$ cat src/rtl/interconnect_pkg.sv
// Shared interconnect definitions: default sizing and the write-arbiter state encoding.
package interconnect_pkg;

  localparam int N_M_DEF     = 4;
  localparam int MAX_OUT_DEF = 4;

  typedef enum logic [1:0] {
    IDLE = 2'd0,
    ADDR = 2'd1,
    DATA = 2'd2
  } wr_state_e;

endpackage

$ cat src/rtl/rr_arbiter.sv
// Combinational round-robin pick: first requester at or after ptr_i, wrapping at N_M-1.
module rr_arbiter #(
  parameter  int N_M = 4,
  localparam int IW  = $clog2(N_M)
) (
  input  logic [N_M-1:0] req_i,
  input  logic [IW-1:0]  ptr_i,
  output logic [N_M-1:0] gnt_o,
  output logic [IW-1:0]  idx_o
);

  logic          found;
  logic [IW-1:0] cand;

  always_comb begin
    gnt_o = '0;
    idx_o = '0;
    found = 1'b0;
    cand  = '0;
    for (int i = 0; i < N_M; i++) begin
      cand = IW'((int'(ptr_i) + i) % N_M);
      if (!found && req_i[cand]) begin
        found       = 1'b1;
        gnt_o[cand] = 1'b1;
        idx_o       = cand;
      end
    end
  end

endmodule

$ cat src/rtl/axi_wr_arbiter.sv
// AXI write-path arbiter for one subordinate: RR grant on AW, W routed to the
// granted manager until WLAST, outstanding-burst count bounded by MAX_OUT.
module axi_wr_arbiter
  import interconnect_pkg::*;
#(
  parameter  int N_M     = N_M_DEF,
  parameter  int MAX_OUT = MAX_OUT_DEF,
  localparam int IW      = $clog2(N_M),
  localparam int CW      = $clog2(MAX_OUT + 1)
) (
  input  logic           clk_i,
  input  logic           rst_i,
  input  logic [N_M-1:0] aw_req_i,
  output logic [N_M-1:0] m_awready_o,
  output logic           s_awvalid_o,
  input  logic           s_awready_i,
  output logic [IW-1:0]  aw_sel_o,
  output logic [IW-1:0]  w_sel_o,
  output logic           w_active_o,
  input  logic           w_hs_i,
  input  logic           w_last_i,
  input  logic           b_hs_i,
  output logic [CW-1:0]  out_cnt_o
);

  wr_state_e      state;
  logic [IW-1:0]  rr_ptr;
  logic [IW-1:0]  win_idx;
  logic [N_M-1:0] win_oh;
  logic [N_M-1:0] aw_oh;
  logic           can_issue;
  logic           aw_hs;
  logic           b_dec;

  rr_arbiter #(.N_M(N_M)) u_rr (
    .req_i (aw_req_i),
    .ptr_i (rr_ptr),
    .gnt_o (win_oh),
    .idx_o (win_idx)
  );

  assign can_issue = (|aw_req_i) && (out_cnt_o < CW'(MAX_OUT));
  assign aw_hs     = (state == ADDR) && s_awready_i;
  // B at zero count is a protocol error; the count saturates instead of wrapping.
  assign b_dec     = b_hs_i && (out_cnt_o != '0);

  // aw_oh is the registered one-hot twin of aw_sel_o so AWREADY needs no decoder.
  assign m_awready_o = aw_oh & {N_M{s_awvalid_o & s_awready_i}};

  always_ff @(posedge clk_i or posedge rst_i) begin
    if (rst_i) begin
      state       <= IDLE;
      rr_ptr      <= '0;
      aw_sel_o    <= '0;
      aw_oh       <= '0;
      w_sel_o     <= '0;
      s_awvalid_o <= 1'b0;
      w_active_o  <= 1'b0;
    end else begin
      case (state)
        IDLE: if (can_issue) begin
          state       <= ADDR;
          aw_sel_o    <= win_idx;
          aw_oh       <= win_oh;
          s_awvalid_o <= 1'b1;
        end
        ADDR: if (s_awready_i) begin
          state       <= DATA;
          w_sel_o     <= aw_sel_o;
          rr_ptr      <= (aw_sel_o == IW'(N_M - 1)) ? '0 : aw_sel_o + IW'(1);
          s_awvalid_o <= 1'b0;
          w_active_o  <= 1'b1;
        end
        DATA: if (w_hs_i && w_last_i) begin
          state      <= IDLE;
          w_active_o <= 1'b0;
        end
        default: begin
          state       <= IDLE;
          s_awvalid_o <= 1'b0;
          w_active_o  <= 1'b0;
        end
      endcase
    end
  end

  always_ff @(posedge clk_i or posedge rst_i) begin
    if (rst_i) begin
      out_cnt_o <= '0;
    end else begin
      case ({aw_hs, b_dec})
        2'b10:   out_cnt_o <= out_cnt_o + CW'(1);
        2'b01:   out_cnt_o <= out_cnt_o - CW'(1);
        default: out_cnt_o <= out_cnt_o;
      endcase
    end
  end

  a_b_underflow: assert property (@(posedge clk_i) disable iff (rst_i)
    !(b_hs_i && (out_cnt_o == '0)));

  a_aw_req_held: assert property (@(posedge clk_i) disable iff (rst_i)
    (state == ADDR) |-> aw_req_i[aw_sel_o]);

endmodule
$ cat config.mk
export PLATFORM = sky130hd
export DESIGN_NAME = axi_wr_arbiter
export DESIGN_NICKNAME = d
export VERILOG_FILES = /design/src/rtl/interconnect_pkg.sv /design/src/rtl/rr_arbiter.sv /design/src/rtl/axi_wr_arbiter.sv
export SDC_FILE = /design/constraint.sdc
export NUM_CORES = 1
export LEC_CHECK = 0
export CORE_UTILIZATION = 30
export CTS_CLUSTER_SIZE = 28
export DETAILED_ROUTE_END_ITERATION = 8
export PLACE_DENSITY = 0.52
export SYNTH_ARGS = -nofsm -noshare
export SYNTH_HDL_FRONTEND = slang
export SYNTH_SLANG_ARGS = --single-unit
export TNS_END_PERCENT = 50
$ cat constraint.sdc
create_clock -name clk_i -period 6.1 [get_ports clk_i]
set_input_delay 1.22 -clock clk_i [delete_from_list [all_inputs] [get_ports clk_i]]
set_output_delay 1.22 -clock clk_i [all_outputs]
set_load 0.01 [all_outputs]
==> Implementation_results.wiki <==
{| class="wikitable"
! Metric !! Value
|-
| Switching power of the nets || 0.000357 W
|-
| Total power after layout || 0.000821 W
|-
| Setup slack at placement || 2.36 ns
|-
| Final Max Tran Viols || 0
|-
| DRT iter0 DRCs || 43
|-
| Routed WL per cell || 14.1 µm
|-
| Area added between synthesis and finish || 21.6%
|-
| Number of failing hold endpoints at the final stage || 0
|-
| Number of storage elements in the synthesis netlist || 17
|-
| Ports || 23
|-
| Die Y || 68.0 µm
|-
| Buffer count from post-CTS setup fixing || 0
|-
| Number of fill cells in the layout || 421
|-
| Max_cap viols || 0
|-
| Detailed Route WL || 2900 µm
|-
| Portion of the post-synthesis area used by sequential elements || 0.326
|-
| CTS tree || done
|-
| Slew at the pin closest to its max-slew limit || 0.746 ns
|-
| Final ANT Viol Nets || 0
|-
| Buffers added on ports || 22
|-
| Static Leakage || 0.651 nW
|-
| Worst hold slack || 0.515 ns
|-
| Full die area || 0.00462 mm²
|-
| Setup repair after global routing missed its margin || false
|-
| Endpoints failing setup || 0
|-
| Clock tree sinks || 17
|-
| Cts repair resizes || 0
|-
| Arrival time at the worst endpoint || 2.53 ns
|-
| Internal Dissipation || 0.000464 W
|-
| Placed instance count || 202
|-
| Clock Latency Late Sink || 0.24 ns
|-
| Number of nets produced by synthesis || 156
|-
| Mapped cell area || 0.00131 mm²
|-
| Largest clock skew in the final design || 0.00303 ns
|-
| Number of unique standard cell types used by synthesis || 39
|-
| Outcome || completed
|-
| Pwr per Cell Area || 518 mW/mm²
|-
| Total routing resource utilization after global routing || 0.141
|-
| Setup_tns || 0 ns
|-
| Dominant synthesized flop cell || sky130_fd_sc_hd__dfrtp_1
|-
| Total of warnings raised by yosys || 0
|-
| Leading cell types by count after synthesis || 17 x sky130_fd_sc_hd__dfrtp_1, 12 x sky130_fd_sc_hd__inv_1, 11 x sky130_fd_sc_hd__a21oi_1
|-
| Total number of vias || 1105
|-
| Via-per-instance ratio || 5.36
|-
| Final cell count without fillers || 206
|-
| Fin crit share || 0.615
|-
| Max-slew headroom at the worst pin || 0.502
|-
| Clock period minus final worst setup slack || 3.75 ns
|-
| VDD IR-drop max || 299 µV
|-
| Share of post-route cells with drive strength above 1 || 0.0833
|-
| Iteration count of the initial detailed-routing pass || 4
|-
| H-tree lvl count || 1
|-
| Estimated wirelength of the detail-placed design || 2130 µm
|-
| Vias in the first global route || 1070
|-
| Cell Rows || 23
|-
| Hold Crit Class || flop to flop
|-
| First-pass GRT wire length || 4930 µm
|-
| Library cell with the largest summed area after synthesis || sky130_fd_sc_hd__dfrtp_1
|-
| Area share of the largest cell type after synthesis || 0.326
|-
| Effective utilization at floorplan || 0.319
|-
| Cell count after synthesis || 138
|-
| Placer's final routability congestion estimate || 0.801
|-
| Max Fanout on Critical Path || 8
|-
| Total global routing overflow || 0
|-
| Type of the setup path with the least slack || primary input to output pin
|-
| Hold-fix buffers, CTS || 0
|-
| Portion of total power attributed to combinational logic || 0.591
|-
| Clock-pin slew of the registers on the worst-case setup and hold paths || 0.06 ns
|-
| Largest cells by area after synthesis || sky130_fd_sc_hd__dfrtp_1 33%, sky130_fd_sc_hd__ha_1 6.7%, sky130_fd_sc_hd__mux2i_1 4.6%, sky130_fd_sc_hd__a21oi_1 4.2%, sky130_fd_sc_hd__a2111oi_4 4.2%
|-
| Antenna violations before repair || 0
|-
| Die width || 68.0 µm
|-
| Switching fraction of total power || 0.434
|-
| Cell at the root of the clock tree || sky130_fd_sc_hd__clkbuf_8
|-
| Post-route setup slack || 2.35 ns
|-
| CTS Buf Count || 3
|-
| Pin count of the biggest net entering global routing || 21
|-
| Core area || 0.00409 mm²
|-
| Syn Area/Cell || 9.46 µm²
|-
| Sort of element at the end of the critical path || output pin
|-
| Data required time at the worst endpoint || 4.88 ns
|-
| Final routed DRC violation total || 0
|-
| Buffer depth of the longest clock path || 2
|-
| Share of synthesized registers carrying an async set or reset || 1.00
|-
| Net count reported at finish || 175
|-
| Number of synthesized flops with an enable pin || 0
|-
| Kind of start point of the critical path || primary input
|-
| Highest Clock Rate || 0.267 GHz
|-
| Sequential fraction of design power || 0.310
|-
| N_diodes || 0
|-
| Most instantiated library cell after synthesis || sky130_fd_sc_hd__dfrtp_1
|-
| Power share of the clock group || 0.099
|}
power by group through the flow:
stage | logic [W] | registers [W] | clock network (W)
floorplan | 0.000349 | 0.000240 | 0
global placement | 0.000478 | 0.000257 | 0
detailed placement | 0.000485 | 0.000258 | 0
global route | 0.000544 | 0.000268 | 0.0000903
finish | 0.000485 | 0.000255 | 0.0000810
CTS | 0.000490 | 0.000257 | 0.0000850
layout make-up:
class / instances / area, µm² / share of cell area
timing repair buffer: 22 / 220 / 0.139
clock buffer: 4 / 45.0 / 0.0284
tap: 50 / 62.6 / 0.0394
sequential: 17 / 425 / 0.268
multi-input combinational: 101 / 788 / 0.497
inverter: 12 / 45.0 / 0.0284
critical path, cell delays in order:
cell	delay, ns
sky130_fd_sc_hd__clkdlybuf4s50_1	0.58
sky130_fd_sc_hd__and3_1	0.19
sky130_fd_sc_hd__clkdlybuf4s50_1	0.54
registers in the layout, indices dropped and copies added, names as in the netlist:
register,cells
s_awvalid_o,1
w_sel_o,2
aw_sel_o,2
state,2
rr_ptr,2
out_cnt_o,3
w_active_o,1
aw_oh,4
worst paths after layout:
kind	startpoint	to	slack (ns)	cells past startpoint
worst min-delay path	aw_oh[1]$_DFFE_PP0P_	aw_oh[1]$_DFFE_PP0P_	0.52	1
worst min register to register	aw_oh[1]$_DFFE_PP0P_	aw_oh[1]$_DFFE_PP0P_	0.52	1
worst max-delay path	s_awready_i	m_awready_o[3]	2.35	3
max in group asynchronous	rst_i	aw_sel_o[1]$_DFFE_PP0P_	4.33	2
min in group asynchronous	rst_i	w_active_o$_DFFE_PP0P_	1.36	2
worst max register to register	rr_ptr[0]$_DFFE_PP0P_	aw_oh[0]$_DFFE_PP0P_	3.16	7
through the flow:
stage               utilization  cell area [µm²]
global placement          0.377             1540
detailed placement        0.377             1540
global route              0.388             1590
CTS                       0.388             1590
finish                    0.388             1590
floorplan                     -             1310
metal layers:
layer	global-route usage	share of wire	up-vias
met5	0	0	-
met3	0.0267	0.032	2
li1	-	-	542
met1	0.186	0.48	538
met2	0.243	0.48	23
met4	0.0156	0.0034	0
logic make-up (layout without fill, tap and decap cells):
family / Yosys count / after routing / share of synthesized area
buf+inv: 20 / 38 / 0.0700
simple gates: 37 / 37 / 0.166
compound gates: 42 / 42 / 0.244
xor+xnor: 3 / 3 / 0.0201
fa+ha+maj: 8 / 8 / 0.0825
mux: 11 / 11 / 0.0911
flops: 17 / 17 / 0.326
cell usage in the layout (no fill, tap or decap), drive strengths merged:
master | Yosys | routed
clkdlybuf4s50 | 0 | 22
dfrtp | 17 | 17
inv | 12 | 12
a21oi | 11 | 11
o21ai | 11 | 11
and3 | 8 | 8
nor2 | 8 | 8
ha | 7 | 7
mux2i | 7 | 7
nand2 | 6 | 6
mux2 | 4 | 4
nand3b | 4 | 4
o32a | 4 | 4
clkbuf | 0 | 4
or3b | 3 | 3
a2111oi | 2 | 2
nor3b | 2 | 2
nor3 | 2 | 2
a31oi | 2 | 2
xor2 | 2 | 2
o31ai | 2 | 2
a311oi | 2 | 2
o31a | 2 | 2
nor2b | 2 | 2
or2 | 1 | 1
a2111o | 1 | 1
o311ai | 1 | 1
xnor2 | 1 | 1
a32oi | 1 | 1
a211oi | 1 | 1
nor4b | 1 | 1
o211ai | 1 | 1
a21o | 1 | 1
fa | 1 | 1
Note: power is estimated with default switching activity, not from simulation.
